File: config.mk
export PLATFORM = sky130hd
export DESIGN_NAME = controle_multiciclo
export DESIGN_NICKNAME = d
export VERILOG_FILES = /design/src/rtl/controle_multiciclo.sv
export SDC_FILE = /design/constraint.sdc
export NUM_CORES = 1
export LEC_CHECK = 0
export ABC_CLOCK_PERIOD_IN_PS = 2900
export CORE_MARGIN = 2
export CORE_UTILIZATION = 47
export CTS_CLUSTER_SIZE = 14
export DETAILED_ROUTE_END_ITERATION = 6
export PLACE_DENSITY = 0.89
export SLEW_MARGIN = 25
export SYNTH_ARGS = -nofsm -noshare
export SYNTH_HDL_FRONTEND = slang
export SYNTH_SLANG_ARGS = --single-unit
File: constraint.sdc
create_clock -name clock -period 2.9 [get_ports clock]
set_input_delay 0.87 -clock clock [delete_from_list [all_inputs] [get_ports clock]]
set_output_delay 0.87 -clock clock [all_outputs]
set_load 0.01 [all_outputs]
File: src/rtl/controle_multiciclo.sv
// Multicycle MIPS control unit: FETCH/DECODE/EXEC/MUL_WAIT/MEM/WB/TRAP sequencer.
// Optional memory-wait timeout trap enabled by defining MEM_TIMEOUT_EN.
module controle_multiciclo #(
  parameter int unsigned MUL_LAT     = 3,
  parameter int unsigned MEM_TIMEOUT = 15
) (
  input  logic       clock,
  input  logic       reset_n,
  input  logic       enable,
  input  logic [5:0] opcode,
  input  logic [5:0] funct,
  input  logic       mem_ready,
  input  logic       zero,
  output logic       c_ir_write,
  output logic       c_pc_write,
  output logic [1:0] c_ALUOp,
  output logic       c_fonte_ula,
  output logic [2:0] c_desvio,
  output logic [1:0] c_memoria,
  output logic       c_memtoreg,
  output logic       c_escrever_reg,
  output logic       c_reg_destino,
  output logic       c_jal,
  output logic [2:0] estado,
  output logic       instr_done,
  output logic       erro_ilegal,
  output logic       erro_timeout
);

  typedef enum logic [2:0] {
    StFetch   = 3'd0,
    StDecode  = 3'd1,
    StExec    = 3'd2,
    StMulWait = 3'd3,
    StMem     = 3'd4,
    StWb      = 3'd5,
    StTrap    = 3'd6
  } state_t;

  localparam logic [5:0] OpRtype = 6'b000000;
  localparam logic [5:0] OpMul   = 6'b011100;
  localparam logic [5:0] OpLw    = 6'b100011;
  localparam logic [5:0] OpSw    = 6'b101011;
  localparam logic [5:0] OpAddi  = 6'b001000;
  localparam logic [5:0] OpBeq   = 6'b000100;
  localparam logic [5:0] OpBne   = 6'b000101;
  localparam logic [5:0] OpJ     = 6'b000010;
  localparam logic [5:0] OpJal   = 6'b000011;
  localparam logic [5:0] FnJr    = 6'b001000;

  localparam int unsigned MulW    = (MUL_LAT > 1) ? $clog2(MUL_LAT + 1) : 1;
  localparam int unsigned MulLast = (MUL_LAT > 1) ? MUL_LAT - 2 : 0;

  state_t          state_q, state_d;
  logic [5:0]      op_q, fn_q;
  logic            settle_q;
  logic [MulW-1:0] mul_cnt_q;
  logic            erro_ilegal_q;
  logic            wait_expired;

`ifdef MEM_TIMEOUT_EN
  localparam int unsigned WaitW = $clog2(MEM_TIMEOUT + 1);
  logic [WaitW-1:0] wait_cnt_q;
  logic             erro_timeout_q;
  assign wait_expired = (wait_cnt_q == WaitW'(MEM_TIMEOUT - 1));
`else
  assign wait_expired = 1'b0;
`endif

  // Next-state decode. settle_q holds FETCH idle for one cycle after reset so
  // no PC/IR write can follow reset immediately.
  always_comb begin
    state_d = state_q;
    case (state_q)
      StFetch: begin
        if (enable && !settle_q) begin
          if (mem_ready)         state_d = StDecode;
          else if (wait_expired) state_d = StTrap;
        end
      end
      StDecode: begin
        case (opcode)
          OpJ, OpJal:                           state_d = StFetch;
          OpRtype:                              state_d = (funct == FnJr) ? StFetch : StExec;
          OpMul, OpLw, OpSw, OpAddi, OpBeq, OpBne: state_d = StExec;
          default:                              state_d = StTrap;
        endcase
      end
      StExec: begin
        case (op_q)
          // jr never reaches EXEC; treat a stray one as finished.
          OpRtype:    state_d = (fn_q == FnJr) ? StFetch : StWb;
          OpAddi:     state_d = StWb;
          OpMul:      state_d = (MUL_LAT > 1) ? StMulWait : StWb;
          OpLw, OpSw: state_d = StMem;
          default:    state_d = StFetch;
        endcase
      end
      StMulWait: begin
        if (mul_cnt_q == MulW'(MulLast)) state_d = StWb;
      end
      StMem: begin
        if (mem_ready)         state_d = (op_q == OpSw) ? StFetch : StWb;
        else if (wait_expired) state_d = StTrap;
      end
      StWb:    state_d = StFetch;
      StTrap:  state_d = StTrap;
      default: state_d = StFetch;
    endcase
  end

  always_ff @(posedge clock) begin
    if (!reset_n) begin
      state_q       <= StFetch;
      op_q          <= '0;
      fn_q          <= '0;
      settle_q      <= 1'b1;
      mul_cnt_q     <= '0;
      erro_ilegal_q <= 1'b0;
`ifdef MEM_TIMEOUT_EN
      wait_cnt_q     <= '0;
      erro_timeout_q <= 1'b0;
`endif
    end else begin
      state_q  <= state_d;
      settle_q <= 1'b0;
      if (state_q == StDecode) begin
        op_q <= opcode;
        fn_q <= funct;
        if (state_d == StTrap) erro_ilegal_q <= 1'b1;
      end
      if (state_q == StMulWait) mul_cnt_q <= mul_cnt_q + 1'b1;
      else                      mul_cnt_q <= '0;
`ifdef MEM_TIMEOUT_EN
      if (state_d != state_q && (state_d == StFetch || state_d == StMem)) begin
        wait_cnt_q <= '0;
      end else if (state_q == StFetch && enable && !settle_q && !mem_ready) begin
        wait_cnt_q <= wait_cnt_q + 1'b1;
      end else if (state_q == StMem && !mem_ready) begin
        wait_cnt_q <= wait_cnt_q + 1'b1;
      end
      if (state_d == StTrap && (state_q == StFetch || state_q == StMem)) begin
        erro_timeout_q <= 1'b1;
      end
`endif
    end
  end

  // Moore decode from state and latched opcode; everything forced low in reset.
  always_comb begin
    c_ir_write     = 1'b0;
    c_pc_write     = 1'b0;
    c_ALUOp        = 2'b00;
    c_fonte_ula    = 1'b0;
    c_desvio       = 3'b000;
    c_memoria      = 2'b00;
    c_memtoreg     = 1'b0;
    c_escrever_reg = 1'b0;
    c_reg_destino  = 1'b0;
    c_jal          = 1'b0;
    instr_done     = 1'b0;
    estado         = 3'd0;
    if (reset_n) begin
      estado = state_q;
      case (state_q)
        StFetch: begin
          if (enable && !settle_q) begin
            c_memoria = 2'b01;
            if (mem_ready) begin
              c_ir_write = 1'b1;
              c_pc_write = 1'b1;
            end
          end
        end
        StDecode: begin
          case (opcode)
            OpJ: begin
              c_desvio   = 3'b011;
              c_pc_write = 1'b1;
              instr_done = 1'b1;
            end
            OpJal: begin
              c_desvio       = 3'b100;
              c_pc_write     = 1'b1;
              c_escrever_reg = 1'b1;
              c_jal          = 1'b1;
              instr_done     = 1'b1;
            end
            OpRtype: begin
              if (funct == FnJr) begin
                c_desvio   = 3'b101;
                c_ALUOp    = 2'b01;
                c_pc_write = 1'b1;
                instr_done = 1'b1;
              end
            end
            default: ;
          endcase
        end
        StExec: begin
          case (op_q)
            OpRtype, OpMul: c_ALUOp = 2'b10;
            OpAddi, OpLw, OpSw: c_fonte_ula = 1'b1;
            OpBeq: begin
              c_ALUOp    = 2'b01;
              c_desvio   = 3'b001;
              c_pc_write = zero;
              instr_done = 1'b1;
            end
            OpBne: begin
              c_ALUOp    = 2'b01;
              c_desvio   = 3'b010;
              c_pc_write = !zero;
              instr_done = 1'b1;
            end
            default: ;
          endcase
        end
        StMulWait: c_ALUOp = 2'b10;
        StMem: begin
          c_memoria  = (op_q == OpSw) ? 2'b10 : 2'b01;
          instr_done = mem_ready && (op_q == OpSw);
        end
        StWb: begin
          c_escrever_reg = 1'b1;
          c_reg_destino  = (op_q == OpRtype) || (op_q == OpMul);
          c_memtoreg     = (op_q == OpLw);
          instr_done     = 1'b1;
        end
        default: ;
      endcase
    end
  end

  assign erro_ilegal = reset_n && erro_ilegal_q;
`ifdef MEM_TIMEOUT_EN
  assign erro_timeout = reset_n && erro_timeout_q;
`else
  assign erro_timeout = 1'b0;
`endif

endmodule

==> metrics.cfg <==
[yosys]
synth_area_sq_mm=0.001316
synth_flop_cell=dfxtp_1
ys_seq_area_share_pct=28.90
synth_cells=182
synthArstFlopShare_pct=0
syn-num-nets=200
yosys-top-cells-count=nand2_1 (33), a21oi_1 (23), dfxtp_1 (19)
ys.warnings.count=0
synth_seq_cells=19
synth_most_common_cell=nand2_1
yosys.area.top_type=dfxtp_1
synth_top_area_share_pct=28.90
ys_types=52
synth-edff-count=0
netlist_top_cells_area=dfxtp_1 (29%), nand2_1 (9.4%), a21oi_1 (8.7%)
synth.avg_cell_area_sq_um=7.232

[clock_tree]
clockRootBuffer=clkbuf_4
cts.reportedPaths.clkPinSlew_ns=0.12
cts-htree-levels=1
clock_path_buffers=2
cts_tree=yes
cts_made_buffers=3
clock_latency_ns=0.31
holdBufCountCts=0
clock_sink_count=19

[critical_path]
cp_num_buf_inv=3
required_ns=2.03
timing.rr.start=op_q[0]
r2r_cells=6
crit_family=simple AND/OR/NAND/NOR gates
rrSetupSlack_ns=1.18
crit_chain=buf_6 -> nor4_4 -> nand3b_1 -> buf_4 -> o21bai_4 -> nand3_2 -> a221oi_2 -> buf_2
max_stage_delay_ns=0.24
cp-start-kind=input port
endpoint_kind=output port
slowest_stage=nor4_4
cp.arrival_ns=2.20
crit_type=input port to output port
reg2reg_to=state_q[2]
cp_max_fo=3

[timing]
fin_setup_tns_ns=-0.3297
period_needed_ns=3.074
finalWorstSetupSlack_ns=-0.1740
rsz0062_at_grt=true
timing.fmax_mhz=325.3
period_share_pct=106.0
finalHoldViolCount=0
drv_slew=0
hold-worst-slack_ns=0.4357
skew_ns=0.003453
finalSetupViolations=3

[route]
vias=1609
drtIter0Drc=58
drc=0
routed_via_density=5.872
ant_nets=0
wirelength_microns=4191
dr.pass1.iters=4
routedWlPerCell_microns=15.30

[global_routing]
track_usage_pct=24.20
grt_max_degree=19
grt_pass1_vias=1433
grt-ovfl-total=0
grt_pass1_wl_microns=6237
antenna_found_initial=0

[die]
core_area_sq_mm=0.002710
die_width_microns=56.92
io_pins=37
dieArea_sq_mm=0.003240
rows=19
fp.dieH_microns=56.92
initial_core_util_pct=48.57

[power_and_ir_drop]
ir_drop_v=0.0002692
pwr-share-comb_pct=32.9
p_per_area_mw_per_mm2=329.7
p_int_uw=423.0
p_leak_uw=0.0008493
p_total_uw=644.0
seq_power_share_pct=44.6
switchingPower_uw=221.0
clockPowerShare_pct=22.5
swShare_pct=34.31

[cells_and_area]
area_growth_pct=48.38
n_antenna_cell=0
drive_gt1_share_pct=31.69
fin_nets=262
final_cell_count_no_fill=274

[job]
max_cap_violations=0

[place]
dp_cells=267
gp_congestion=0.8386
dpl.hpwl_microns=2714
portBuffers=35

[worst_hold_path]
min_to=mul_cnt_q[0]
hold_start=mul_cnt_q[0]
hp-class=register to register
hold_path_depth=1

[outcome]
status=finished with violations
violations=setup timing

==> per-layer routing <==
layer | vias up | part of all wire (%) | global-route usage, %
li1 | 772 | - | -
met4 | 0 | 2.6 | 9.967
met5 | - | 0 | 0
met3 | 14 | 6.1 | 3.456
met2 | 76 | 51 | 40.89
met1 | 747 | 41 | 30.75
==> worst register-to-register path, delay by kind of cell, from the launching register on <==
family,cells,cell delay (ns)
AO/OA/AOI/OAI,2,0.42
buffers and inverters,1,0.16
AND/OR/NAND/NOR,3,0.75
flip-flops,1,0.34
==> power groups by stage <==
stage,clock network (uW),registers (uW),logic (uW)
finish,145,287,212
global route,156,289,227
CTS,138,286,197
detailed placement,0,292,195
global placement,0,291,191
floorplan,0,288,114
==> area by class of cell <==
cell class                      count  area [sq um]
Inverter                            7         26.28
Clock inverter                      1         5.005
Timing Repair Buffer               70         555.5
Multi-Input combinational cell    143         924.6
Fill cell                         203         757.0
Sequential cell                    19         380.4
Tap cell                           31         38.79
Clock buffer                        3         22.52
==> cells by family (layout without fill, tap and decap cells) <==
| logic type | Yosys count | after routing | synth area share (%) |
|---|---|---|---|
| XOR/XNOR | 2 | 2 | 1.331 |
| AO/OA/AOI/OAI | 45 | 45 | 21.96 |
| AND/OR/NAND/NOR | 93 | 93 | 38.12 |
| adder cells (fa/ha/maj) | 1 | 1 | 0.9504 |
| buffers and inverters | 20 | 81 | 7.698 |
| flip-flops | 19 | 19 | 28.90 |
| multiplexers | 1 | 1 | 0.7605 |
| other | 1 | 1 | 0.2849 |
==> state kept, by name, indices dropped and copies added (netlist names) <==
| register | cells |
|---|---|
| fn_q | 6 |
| erro_ilegal_q | 1 |
| state_q | 3 |
| op_q | 6 |
| settle_q | 1 |
| mul_cnt_q | 2 |
==> how the worst max path moves through the flow <==
stage	start	end	slack, ns	depth (start not counted)
after detailed placement	funct[5]	c_pc_write	-0.93	7
after global placement	funct[5]	c_pc_write	-0.85	7
after global routing	funct[2]	c_pc_write	-0.25	8
final	funct[2]	c_pc_write	-0.17	8
after floorplan	opcode[5]	c_ALUOp[0]	0.13	5
after CTS	funct[2]	c_pc_write	-0.18	8
==> cells in the final DEF, fill, tap and decap left out, types with 3 or more instances in the layout <==
master | netlist | layout
a21oi_1 | 23 | 22
buf_2 | 3 | 9
buf_4 | 2 | 34
buf_6 | 2 | 5
clkbuf_4 | 0 | 3
clkdlybuf4s50_1 | 0 | 4
dfxtp_1 | 19 | 19
dlygate4sd2_1 | 0 | 13
inv_1 | 5 | 5
nand2_1 | 33 | 33
nand2b_1 | 4 | 4
nand3_1 | 7 | 6
nor2_1 | 13 | 12
nor3_1 | 9 | 7
nor4_4 | 1 | 3
or3_1 | 4 | 4
==> through the flow <==
stage	setup WS, ns	instance area (sq um)	utilization (%)
2_1_floorplan	0.1300	1316	-
3_3_place_gp	-0.8454	1871	69.02
3_5_place_dp	-0.9312	1871	69.02
4_1_cts	-0.1779	1916	70.68
5_1_grt	-0.2488	1953	72.07
6_report	-0.1740	1953	72.07
==> what timing repair did <==
item,in CTS,in global routing
resized for setup,87,15
buffers inserted,4,1
pin swaps,11,13
setup endpoints to repair,19,9
(Power assumes the default switching activity.)
